===== src/rtl/n64_gs_pkg.sv =====
// Shared types and constants for the N64 Gameshark PI-to-NOR-flash bridge.
package n64_gs_pkg;

    localparam int AD_W      = 16;
    localparam int WIN_TAG_W = 12;

    // Default decode windows (matched against ad_store[31:20])
    localparam logic [WIN_TAG_W-1:0] GS_WIN_ROM = 12'h100;
    localparam logic [WIN_TAG_W-1:0] GS_WIN_ALT = 12'h10C;

    typedef enum logic [1:0] {
        ST_IDLE      = 2'd0,
        ST_RD_ACTIVE = 2'd1,
        ST_WR_ACTIVE = 2'd2,
        ST_RECOVER   = 2'd3
    } gs_state_e;

endpackage


===== src/rtl/n64_gs_sync.sv =====
// Multi-flop synchroniser for one PI control line. Produces the synchronised
// level plus registered single-cycle rise/fall pulses derived from the last
// synchronised sample and its one-cycle history.
module n64_gs_sync #(
    parameter int   STAGES  = 2,
    parameter logic RST_VAL = 1'b0
) (
    input  logic clk,
    input  logic rst_ni,
    input  logic d_i,
    output logic q_o,
    output logic rise_o,
    output logic fall_o
);

    logic [STAGES-1:0] sync_q;
    logic              hist_q;
    logic              rise_q;
    logic              fall_q;

    // Shift the raw input through the chain and register edge pulses
    always_ff @(posedge clk or negedge rst_ni) begin
        if (!rst_ni) begin
            sync_q <= {STAGES{RST_VAL}};
            hist_q <= RST_VAL;
            rise_q <= 1'b0;
            fall_q <= 1'b0;
        end else begin
            sync_q <= {sync_q[STAGES-2:0], d_i};
            hist_q <= sync_q[STAGES-1];
            rise_q <= sync_q[STAGES-1] & ~hist_q;
            fall_q <= ~sync_q[STAGES-1] & hist_q;
        end
    end

    assign q_o    = sync_q[STAGES-1];
    assign rise_o = rise_q;
    assign fall_o = fall_q;

endmodule


===== src/rtl/n64_gs_flash_bridge.sv =====
// N64 PI multiplexed AD bus to SST parallel NOR flash bridge.
// Latches the 32-bit PI address from ALE_H/ALE_L phases, decodes N_WIN
// address windows and sequences flash CE/OE/WE from the PI strobes with an
// auto-incrementing burst offset.
// Build option: define SST_WRITE_EN to let PI writes drive flash CE/WE;
// otherwise the flash is write-protected (sst_we held high).
module n64_gs_flash_bridge
    import n64_gs_pkg::*;
#(
    parameter int FLASH_AW    = 19,
    parameter int INC_W       = 13,
    parameter int SYNC_STAGES = 2,
    parameter int N_WIN       = 2,
    parameter logic [N_WIN*WIN_TAG_W-1:0] WIN_BASES = {GS_WIN_ALT, GS_WIN_ROM}
) (
    input  logic                clk,
    input  logic                cold_reset,
    input  logic [AD_W-1:0]     ad,
    input  logic                aleh,
    input  logic                alel,
    input  logic                read,
    input  logic                write,
    output logic [FLASH_AW-1:0] sst,
    output logic                sst_ce,
    output logic                sst_oe,
    output logic                sst_we,
    output logic [N_WIN-1:0]    win_hit,
    output logic                busy
);

    logic aleh_s, alel_s;
    logic rd_rise, rd_fall, wr_rise, wr_fall;
    logic rd_level_unused, wr_level_unused;
    logic aleh_rise_unused, aleh_fall_unused, alel_rise_unused, alel_fall_unused;

    n64_gs_sync #(.STAGES(SYNC_STAGES), .RST_VAL(1'b0)) u_sync_aleh (
        .clk(clk), .rst_ni(cold_reset), .d_i(aleh),
        .q_o(aleh_s), .rise_o(aleh_rise_unused), .fall_o(aleh_fall_unused));
    n64_gs_sync #(.STAGES(SYNC_STAGES), .RST_VAL(1'b0)) u_sync_alel (
        .clk(clk), .rst_ni(cold_reset), .d_i(alel),
        .q_o(alel_s), .rise_o(alel_rise_unused), .fall_o(alel_fall_unused));
    n64_gs_sync #(.STAGES(SYNC_STAGES), .RST_VAL(1'b1)) u_sync_read (
        .clk(clk), .rst_ni(cold_reset), .d_i(read),
        .q_o(rd_level_unused), .rise_o(rd_rise), .fall_o(rd_fall));
    n64_gs_sync #(.STAGES(SYNC_STAGES), .RST_VAL(1'b1)) u_sync_write (
        .clk(clk), .rst_ni(cold_reset), .d_i(write),
        .q_o(wr_level_unused), .rise_o(wr_rise), .fall_o(wr_fall));

    gs_state_e             state_q, state_d;
    logic [31:0]           ad_store_q, ad_store_d;
    logic [INC_W-1:0]      offset_q, offset_d;
    logic [FLASH_AW-1:0]   sst_q, sst_d;
    logic                  ce_q, ce_d;
    logic                  oe_q, oe_d;
    logic                  miss_rd_q, miss_rd_d;
    logic                  miss_wr_q, miss_wr_d;
    logic [N_WIN-1:0]      win_hit_q, win_hit_d;
    logic [FLASH_AW-1:0]   flash_addr;
    logic                  hit;
    logic                  in_access;

    // One comparator per window; overlapping bases simply set several bits
    for (genvar gi = 0; gi < N_WIN; gi++) begin : g_win
        assign win_hit_d[gi] = (ad_store_q[31:20] == WIN_BASES[gi*WIN_TAG_W +: WIN_TAG_W]);
    end

    assign hit        = |win_hit_q;
    assign flash_addr = ad_store_q[FLASH_AW:1] + FLASH_AW'(offset_q);
    assign in_access  = (state_q == ST_RD_ACTIVE) || (state_q == ST_WR_ACTIVE);

`ifdef SST_WRITE_EN
    logic we_q, we_d;
`endif

    // Next-state, address latch, burst offset and flash strobe decisions
    always_comb begin
        state_d    = state_q;
        ad_store_d = ad_store_q;
        offset_d   = offset_q;
        sst_d      = sst_q;
        ce_d       = ce_q;
        oe_d       = oe_q;
        miss_rd_d  = miss_rd_q;
        miss_wr_d  = miss_wr_q;
`ifdef SST_WRITE_EN
        we_d       = we_q;
`endif
        unique case (state_q)
            ST_IDLE: begin
                // Read wins when both strobes fall together
                if (rd_fall) begin
                    if (hit) begin
                        state_d = ST_RD_ACTIVE;
                        sst_d   = flash_addr;
                        ce_d    = 1'b0;
                        oe_d    = 1'b0;
                    end else begin
                        miss_rd_d = 1'b1;
                    end
                end else if (wr_fall) begin
                    if (hit) begin
                        state_d = ST_WR_ACTIVE;
                        sst_d   = flash_addr;
`ifdef SST_WRITE_EN
                        ce_d    = 1'b0;
                        we_d    = 1'b0;
`endif
                    end else begin
                        miss_wr_d = 1'b1;
                    end
                end
                // Out-of-window accesses still advance the burst offset
                if (miss_rd_q && rd_rise) begin
                    offset_d  = offset_q + INC_W'(1);
                    miss_rd_d = 1'b0;
                end else if (miss_wr_q && wr_rise) begin
                    offset_d  = offset_q + INC_W'(1);
                    miss_wr_d = 1'b0;
                end
            end
            ST_RD_ACTIVE: begin
                if (rd_rise) begin
                    state_d  = ST_RECOVER;
                    ce_d     = 1'b1;
                    oe_d     = 1'b1;
                    offset_d = offset_q + INC_W'(1);
                end
            end
            ST_WR_ACTIVE: begin
                if (wr_rise) begin
                    state_d  = ST_RECOVER;
                    ce_d     = 1'b1;
                    oe_d     = 1'b1;
`ifdef SST_WRITE_EN
                    we_d     = 1'b1;
`endif
                    offset_d = offset_q + INC_W'(1);
                end
            end
            default: state_d = ST_IDLE;
        endcase

        // A new address phase during an access aborts it without advancing
        if (alel_s && in_access) begin
            state_d  = ST_IDLE;
            ce_d     = 1'b1;
            oe_d     = 1'b1;
`ifdef SST_WRITE_EN
            we_d     = 1'b1;
`endif
            offset_d = offset_q;
        end

        // Address latch has final say over ad_store and the offset
        if (alel_s) begin
            if (aleh_s) begin
                ad_store_d[31:16] = ad;
            end else begin
                ad_store_d[15:0] = ad;
                offset_d         = '0;
            end
        end
    end

    // State, address and registered flash outputs
    always_ff @(posedge clk or negedge cold_reset) begin
        if (!cold_reset) begin
            state_q    <= ST_IDLE;
            ad_store_q <= '0;
            offset_q   <= '0;
            sst_q      <= '0;
            ce_q       <= 1'b1;
            oe_q       <= 1'b1;
            miss_rd_q  <= 1'b0;
            miss_wr_q  <= 1'b0;
            win_hit_q  <= '0;
        end else begin
            state_q    <= state_d;
            ad_store_q <= ad_store_d;
            offset_q   <= offset_d;
            sst_q      <= sst_d;
            ce_q       <= ce_d;
            oe_q       <= oe_d;
            miss_rd_q  <= miss_rd_d;
            miss_wr_q  <= miss_wr_d;
            win_hit_q  <= win_hit_d;
        end
    end

`ifdef SST_WRITE_EN
    // Flash write enable register, only present when programming is allowed
    always_ff @(posedge clk or negedge cold_reset) begin
        if (!cold_reset) begin
            we_q <= 1'b1;
        end else begin
            we_q <= we_d;
        end
    end
    assign sst_we = we_q;
`else
    assign sst_we = 1'b1;
`endif

    assign sst     = sst_q;
    assign sst_ce  = ce_q;
    assign sst_oe  = oe_q;
    assign win_hit = win_hit_q;
    assign busy    = (state_q != ST_IDLE);

endmodule


===== config.mk =====
export PLATFORM = sky130hd
export DESIGN_NAME = n64_gs_flash_bridge
export DESIGN_NICKNAME = d
export VERILOG_FILES = /design/src/rtl/n64_gs_pkg.sv /design/src/rtl/n64_gs_sync.sv /design/src/rtl/n64_gs_flash_bridge.sv
export SDC_FILE = /design/constraint.sdc
export NUM_CORES = 1
export LEC_CHECK = 0
export CORE_AREA = 4 4 79 137
export CTS_BUF_LIST = sky130_fd_sc_hd__clkbuf_8
export DETAILED_ROUTE_END_ITERATION = 8
export DIE_AREA = 0 0 83 141
export PLACE_DENSITY = 0.67
export SYNTH_ARGS = -nofsm -noshare
export SYNTH_HDL_FRONTEND = slang
export SYNTH_HIERARCHICAL = 1
export SYNTH_SLANG_ARGS = --single-unit

===== constraint.sdc =====
create_clock -name clk -period 2.05 [get_ports clk]
set_input_delay 0.41 -clock clk [delete_from_list [all_inputs] [get_ports clk]]
set_output_delay 0.41 -clock clk [all_outputs]
set_load 0.1 [all_outputs]

==> run metrics <==
P&R area growth vs syn 31.1%; Pwr Density around 1000 mW/mm²; Max Freq 0.480 GHz; Routability Congestion 0.843; Final Util 55.5%; Crit-path slowest cell dfrtp_1; IO Port Bufs 45; Setup Skew 0.00644 ns; io pins 47; TritonRoute pass-1 iters 4; Antenna Cells 0; failing checks setup timing; initial antenna violation count 0; Post-Syn Instances 383; clock slew at reported path FFs 0.08 ns; latest clock arrival within the worst-skew pair roughly 0.37 ns; dpl cells between 500 and 600; CP cell instances ha_2 > fa_2 > a211oi_2 > o21ai_2 > a31oi_2 > and2b_2 > xnor2_2 > o21ai_1; DP Worst Slack -0.285 ns; # fillers 882; initial DRC count roughly 110; gr usage total 16.0%; largest net degree at the start of global routing 52; vias in the first global route 3142; status finished with violations; Std-Cell Rows 48; critical path type reg2reg; Final Slew Violations 0; Clock Tree Root clkbuf_8; Final WS setup -0.0346 ns; Max-cap violations 0; maximum VDD drop between 0.001 and 0.0015 V; number of buffers on the longest clock path 2; RSZ-0062 raised after global routing true; CTS tree built; Initial Util 42.4%; Hold/Removal Path Class reg2reg; minimum clock period 2.08 ns; CP required about 2.4 ns; CP max stage delay 0.39 ns; Die Width 83 µm; Hold WS roughly 0.36 ns; Post-Route WL a little over 9000 µm; final net count approximately 520; WP data arrival 2.38 ns; Hold Vio Cnt, Final 0; Tcrit/Tclk final 102%; drt drc 0; Crit Path Max Fanout 3; H-Tree Depth 3; Total Die Area 0.0117 mm²; HPWL after detailed placement 6910 µm; synth warn 6; first-pass GRT wire length between 10000 and 15000 µm; final cell count without fillers slightly above 600; Vias/cell 5.28; endpoints failing setup 1; Pwr Total roughly 5400 µW; Post-DRT Antenna Nets 0; crit start category flip-flop; via count 3222; WL per Instance 15.0 µm; CTS buffer count 9; core box area 0.00973 mm²; grt ovf 0; clk sinks 84; Mapped Area 0.00412 mm²; Mapped Nets around 430; fraction of layout cells with a size suffix above 1 about a third; crit end category flip-flop; P_leak 0.00242 µW; die height about 140 µm; Post-Syn Area per Cell 10.8 µm²
-- state kept, by name (all words and copies together) (netlist names), 2 cells and up --
register	flops
u_sync_aleh/sync_q	2
offset_q	13
u_sync_alel/sync_q	2
state_q	2
u_sync_read/sync_q	2
sst	19
ad_store_q	31
u_sync_write/sync_q	2
win_hit	2
-- metrics by stage --
step	setup TNS, ns	instance area, µm²
4_1_cts	-0.221	5300
5_1_grt	-0.750	5400
2_1_floorplan	-4.67	4190
6_report	-0.0346	5400
3_3_place_gp	-1.16	5030
3_5_place_dp	-1.50	5030
-- layer usage --
metal  global-route usage [%]  wire length (µm)
met3                     4.27               360
met1                     17.0              3500
met5                        0                 0
met4                     10.5               492
met2                     27.5              4770
-- path summary, 6_finish.rpt --
path	startpoint	endpoint	slack, ns	depth (start not counted)
worst max-delay path	offset_q[0]	sst[14]	-0.03	8
worst min-delay path	u_sync_aleh/sync_q[0]	u_sync_aleh/sync_q[1]	0.36	0
worst max register to register	offset_q[0]	sst[14]	-0.03	8
worst min register to register	u_sync_aleh/sync_q[0]	u_sync_aleh/sync_q[1]	0.36	0
max in group asynchronous	cold_reset	sst[6]	1.09	3
min in group asynchronous	cold_reset	state_q[1]	0.42	2
-- area by class of cell --
| cell class | instances | area [µm²] | area share (%) |
|---|---|---|---|
| clock buffer | 9 | 124 | 2.29 |
| tap | 125 | 156 | 2.89 |
| sequential | 84 | 2110 | 39.1 |
| multi-input combinational | 278 | 2040 | 37.8 |
| clock inverter | 7 | 85.1 | 1.57 |
| timing repair buffer | 100 | 857 | 15.9 |
| inverter | 7 | 30.0 | 0.556 |
-- worst max-delay path, delay by kind of cell (launching register included) --
kind                     cells  cell delay [ns]
AO/OA/AOI/OAI                4             0.68
adder cells (fa/ha/maj)      2             0.58
flip-flops                   1             0.39
AND/OR/NAND/NOR              1             0.25
XOR/XNOR                     1             0.12
-- placed cells by master, fill, tap and decap left out, types with 15 or more instances in the layout --
master	count
buf_4	74
nand2_1	44
a21oi_1	16
nor2_1	26
clkdlybuf4s50_1	20
ha_1	15
dfrtp_1	77
o21ai_0	27
mux2_2	32
-- timing repair --
action / CTS / global route
gates resized for setup: 11 / 16
hold endpoints to repair: 5 / 0
endpoints found under the setup margin: 14 / 26
hold buffers: 1 / 0
buffers inserted: 3 / 4
pin swaps: 7 / 14
-- where the power goes --
group          leakage, µW  internal (µW)  switching (µW)  total, µW
clock network     0.000117            673             578       1250
registers          0.00106           1850             145       1990
logic              0.00125           1030            1150       2180
No activity file was read; power rests on OpenSTA's default activity.
